File: src/rtl/div_ctrl.sv
// Multi-cycle 32-bit restoring divider controller (DIV/DIVU) with pipeline stall/annul handshake.
// Result packs {remainder, quotient}; one quotient bit is produced per BUSY cycle.
module div_ctrl (
  input  logic        clk,
  input  logic        resetn,
  input  logic [31:0] a,
  input  logic [31:0] b,
  input  logic        signed_div,
  input  logic        start,
  input  logic        annul,
  output logic [63:0] result,
  output logic        ready,
  output logic        stall
);

  localparam logic [1:0] IDLE    = 2'd0;
  localparam logic [1:0] BUSY    = 2'd1;
  localparam logic [1:0] DIVZERO = 2'd2;
  localparam logic [1:0] DONE    = 2'd3;

  logic [1:0]  state_reg;
  logic [5:0]  cnt_reg;
  logic [31:0] rem_reg;
  logic [31:0] quo_reg;
  logic [31:0] dvs_reg;
  logic        neg_q_reg;
  logic        neg_r_reg;
  logic [63:0] result_reg;

  logic        accept;
  logic [31:0] a_mag;
  logic [31:0] b_mag;
  logic [32:0] partial;
  logic [32:0] diff;
  logic        q_bit;
  logic [31:0] rem_next;
  logic [31:0] quo_next;
  logic [31:0] quo_final;
  logic [31:0] rem_final;

  assign accept = (state_reg == IDLE) && start && !annul;

  // Magnitudes are taken at acceptance so the iterative core is purely unsigned.
  assign a_mag = (signed_div && a[31]) ? (~a + 32'd1) : a;
  assign b_mag = (signed_div && b[31]) ? (~b + 32'd1) : b;

  // The dividend shifts out of quo_reg MSB-first while quotient bits shift in at the LSB.
  assign partial  = {rem_reg, quo_reg[31]};
  assign diff     = partial - {1'b0, dvs_reg};
  assign q_bit    = ~diff[32];
  assign rem_next = q_bit ? diff[31:0] : partial[31:0];
  assign quo_next = {quo_reg[30:0], q_bit};

  assign quo_final = neg_q_reg ? (~quo_next + 32'd1) : quo_next;
  assign rem_final = neg_r_reg ? (~rem_next + 32'd1) : rem_next;

  always_ff @(posedge clk or negedge resetn) begin
    if (!resetn) begin
      state_reg  <= IDLE;
      cnt_reg    <= 6'd0;
      rem_reg    <= 32'd0;
      quo_reg    <= 32'd0;
      dvs_reg    <= 32'd0;
      neg_q_reg  <= 1'b0;
      neg_r_reg  <= 1'b0;
      result_reg <= 64'd0;
    end else if (annul) begin
      // Cancel wins over everything; result keeps the last completed value.
      state_reg <= IDLE;
      cnt_reg   <= 6'd0;
    end else begin
      case (state_reg)
        IDLE: begin
          if (start) begin
            rem_reg   <= 32'd0;
            quo_reg   <= a_mag;
            dvs_reg   <= b_mag;
            neg_q_reg <= signed_div && (a[31] ^ b[31]);
            neg_r_reg <= signed_div && a[31];
            cnt_reg   <= 6'd0;
            state_reg <= (b == 32'd0) ? DIVZERO : BUSY;
          end
        end
        BUSY: begin
          rem_reg <= rem_next;
          quo_reg <= quo_next;
          cnt_reg <= cnt_reg + 6'd1;
          if (cnt_reg == 6'd31) begin
            state_reg  <= DONE;
            result_reg <= {rem_final, quo_final};
          end
        end
        DIVZERO: begin
          state_reg  <= DONE;
          result_reg <= 64'd0;
        end
        default: begin
          state_reg <= IDLE;
        end
      endcase
    end
  end

  assign result = result_reg;
  assign ready  = (state_reg == DONE) && !annul;
  assign stall  = accept || (state_reg == BUSY) || (state_reg == DIVZERO);

endmodule

File: config.mk
export PLATFORM = sky130hd
export DESIGN_NAME = div_ctrl
export DESIGN_NICKNAME = d
export VERILOG_FILES = /design/src/rtl/div_ctrl.sv
export SDC_FILE = /design/constraint.sdc
export NUM_CORES = 1
export LEC_CHECK = 0
export CAP_MARGIN = 5
export CELL_PAD_IN_SITES_DETAIL_PLACEMENT = 2
export CELL_PAD_IN_SITES_GLOBAL_PLACEMENT = 2
export CORE_MARGIN = 5
export CORE_UTILIZATION = 37
export DETAILED_ROUTE_END_ITERATION = 7
export PLACE_DENSITY = 0.92
export SYNTH_ARGS = -nofsm -noshare
export SYNTH_HDL_FRONTEND = slang
export SYNTH_SLANG_ARGS = --single-unit
File: constraint.sdc
create_clock -name clk -period 15.25 [get_ports clk]
set_input_delay 2.2875 -clock clk [delete_from_list [all_inputs] [get_ports clk]]
set_output_delay 2.2875 -clock clk [all_outputs]
set_load 0.1 [all_outputs]
==> results.txt <==
The logs give 13600 for the via count of the first global-routing pass and 0 for the number of diodes added for antenna fixing. Measured along the x axis, the die boundary spans 191 um. The count of buffers added on input and output ports is 134. Setup repair after global routing left no endpoint under its margin. The worst setup path is captured at a flip-flop.

The region available for standard cell placement spans 32500 um^2. The final layout contains routed wiring with a total length of 52.0 mm. For the number of standard cells in the layout, taps in and fillers out, the log shows 2026. In this run the core area contains 66 standard-cell rows. The number of gates resized after CTS was 0. The placer's final routability congestion estimate was 0.858; the number of distinct standard cells referenced by the synthesized netlist was 81.

The number of remaining DRC errors came out at 0. The first global-routing pass estimated 81.5 mm of wire. Before antenna repair, the detailed router went through 7 iterations. By area the synthesized netlist is led by sky130_fd_sc_hd__dfrtp_1, sky130_fd_sc_hd__o21ai_0, sky130_fd_sc_hd__nand2_1. The maximum fanout along the worst path was 38; the max-slew violation count was 0.

Entering global routing, the biggest net connects 103 pins. The tools report the worst relative slew slack as 0.219. After clock tree synthesis, the clock-pin slew on the worst setup and hold paths is 0.08 ns. The number of flip-flops under the largest register name works out to 64. The ratio of cells with drive above 1 in the final layout works out to 0.0480. The routed length per placed instance came out at 25.6 um.

The period utilization works out to 0.432. The logs give 13700 um^2 for the post-placement cell area and 0 for the hold-fix buffer count after cts. The commonest cells after synthesis are sky130_fd_sc_hd__nand2_1, sky130_fd_sc_hd__o21ai_0, sky130_fd_sc_hd__dfrtp_1, sky130_fd_sc_hd__a21oi_1, sky130_fd_sc_hd__nor2_1.

Buffers inserted during clock tree synthesis total 17. The area share of the leading cell type in the synthesized netlist was 0.351; the total vias in the final route was 12300. Setup violations remaining at the end of the flow were counted as 0. The area of all placed cells without fillers was 14300 um^2. The total negative slack is 0 ns, and the number of placed instances, taps included is 1994.

The final layout contains 1683 nets. The tools report the post-CTS repair timing setup buffer count as 0. The tools report the final setup slack of the worst path as 8.66 ns. Across the routed clock network, the largest skew measured is 0.0156 ns. Arrival time of the worst setup path: 6.93 ns. The path class of the tightest hold or removal check is flip-flop to flip-flop.

The number of cells produced by synthesis came out at 1490. The flip-flop and latch count after synthesis came out at 170. The type of the setup path with the least slack is flip-flop to flip-flop.

The share of async-settable or async-resettable flops after synthesis was 1.00; the part of the Yosys area used for sequential elements was 0.351. The post-synthesis area per instance came out at 8.13 um^2. In the synthesized netlist the dominant register cell turns out to be sky130_fd_sc_hd__dfrtp_1.

STA classifies the critical path startpoint as a flip-flop. For the number of design-rule violations left by the first detailed-router iteration, the log shows 884. The logs give 0 for the final hold violation count and 3582 for the layout filler cell count. For the HPWL after detailed placement, the log shows 36.3 mm. The number of nets handed over by synthesis was 1602.

The global router's overall resource usage was 0.284; the setup slack at placement was 8.68 ns. The run gives 0.45 ns as the latest clock arrival within the worst-skew pair. TritonCTS built the clock tree. The die extent in y was 191 um; the shortest period the worst path allows was 6.59 ns.

The run finished with clean final reports. For the total of max-cap violations, the log shows 0. At the worst endpoint, the required time is 15.59 ns. The cell sitting at the root of the clock tree is a sky130_fd_sc_hd__clkbuf_16. CTS saw 170 sinks. 135 I/O pins were placed. The initial core utilization was 0.373; the H-tree depth was 4. The area growth from synthesis to layout is 17.9%.

Counting along the longest clock path gives a buffer depth of 2. After synthesis the cells add up to 12100 um^2. The transition time at the pin with the least slew margin is 1.17 ns. The remaining antenna violation count was 0. For flop-to-flop paths, the worst setup slack is 8.66 ns. The synthesized design spends more area on one cell type than any other, namely sky130_fd_sc_hd__dfrtp_1. The die covers 36500 um^2. Counting flops with a built-in enable in the synthesized netlist gives 0. The initial antenna violation count was 1. Yosys instantiated no cell more often than sky130_fd_sc_hd__nand2_1.

The total overflow left after global routing is 0. Number of warning messages in the yosys log: 0. The achievable clock frequency is 0.152 GHz. The via density per instance works out to 6.08.
==> critical path: stages, from the launching register on <==
cell and delay [ns]:
sky130_fd_sc_hd__dfrtp_1 0.43, sky130_fd_sc_hd__inv_1 0.12, sky130_fd_sc_hd__ha_1 0.19, sky130_fd_sc_hd__inv_1 0.06, sky130_fd_sc_hd__fa_1 0.48, sky130_fd_sc_hd__a211oi_1 0.36, sky130_fd_sc_hd__o211ai_1 0.23, sky130_fd_sc_hd__a41o_1 0.32
sky130_fd_sc_hd__and3_1 0.21, sky130_fd_sc_hd__nor4_4 0.42, sky130_fd_sc_hd__nor2_4 0.03, sky130_fd_sc_hd__buf_4 0.32, sky130_fd_sc_hd__inv_1 0.15, sky130_fd_sc_hd__buf_4 0.41, sky130_fd_sc_hd__mux2i_1 0.41, sky130_fd_sc_hd__ha_1 0.29
sky130_fd_sc_hd__nand2_1 0.08, sky130_fd_sc_hd__or3_1 0.35, sky130_fd_sc_hd__nor2_1 0.25, sky130_fd_sc_hd__and3_1 0.23, sky130_fd_sc_hd__o2111ai_1 0.32, sky130_fd_sc_hd__o41ai_1 0.44, sky130_fd_sc_hd__xnor2_1 0.11, sky130_fd_sc_hd__a22o_1 0.22
==> routing by layer <==
layer	up-vias	global-route usage	share of wire
met4	2	0.121	0.045
met1	6283	0.357	0.41
met2	420	0.486	0.49
met3	147	0.0458	0.050
li1	5456	-	-
met5	-	0	0.00025
==> cell usage in the layout (no fill, tap or decap), drive strengths merged, types with 63 or more instances in the layout <==
| cell type | Yosys | routed |
|---|---|---|
| dfrtp | 170 | 170 |
| nor2 | 99 | 99 |
| xor2 | 71 | 71 |
| a21oi | 105 | 105 |
| o21ai | 220 | 220 |
| inv | 55 | 63 |
| xnor2 | 63 | 63 |
| clkdlybuf4s50 | 0 | 133 |
| nand2 | 229 | 229 |
==> area by class of cell <==
cell class	count	area, um^2	share of cell area
Timing Repair Buffer	142	1400	0.0982
Tap cell	442	553	0.0387
Clock buffer	18	439	0.0307
Inverter	56	210	0.0147
Multi-Input combinational cell	1184	7270	0.509
Clock inverter	14	149	0.0104
Sequential cell	170	4250	0.298
==> stage by stage <==
step	hold slack [ns]	util
after CTS	0.494	0.440
after global routing	0.510	0.440
after detailed placement	0.477	0.422
after global placement	0.462	0.422
after floorplan	0.450	-
final	0.486	0.440
==> logic make-up (layout without fill, tap and decap cells) <==
| logic type | after synthesis | after routing | synth area share |
|---|---|---|---|
| buffers and inverters | 136 | 230 | 0.0494 |
| XOR/XNOR | 134 | 134 | 0.0969 |
| adder cells (fa/ha/maj) | 43 | 43 | 0.0450 |
| multiplexers | 28 | 28 | 0.0234 |
| AO/OA/AOI/OAI | 474 | 474 | 0.239 |
| AND/OR/NAND/NOR | 505 | 505 | 0.195 |
| flip-flops | 170 | 170 | 0.351 |
==> path summary, 6_finish.rpt <==
path / from / to / depth (start not counted)
setup / recovery: quo_reg[31]$_DFFE_PN0P_ / result[62]$_DFFE_PN0P_ / 23
hold / removal: result[45]$_DFFE_PN0P_ / result[45]$_DFFE_PN0P_ / 2
setup reg to reg: quo_reg[31]$_DFFE_PN0P_ / result[62]$_DFFE_PN0P_ / 23
hold reg to reg: result[45]$_DFFE_PN0P_ / result[45]$_DFFE_PN0P_ / 2
max in group asynchronous: resetn / dvs_reg[4]$_DFFE_PN0P_ / 2
min in group asynchronous: resetn / result[53]$_DFFE_PN0P_ / 1
Power is not shown: default switching activity piles up to over one toggle a cycle in this logic, so the estimate is an artifact.
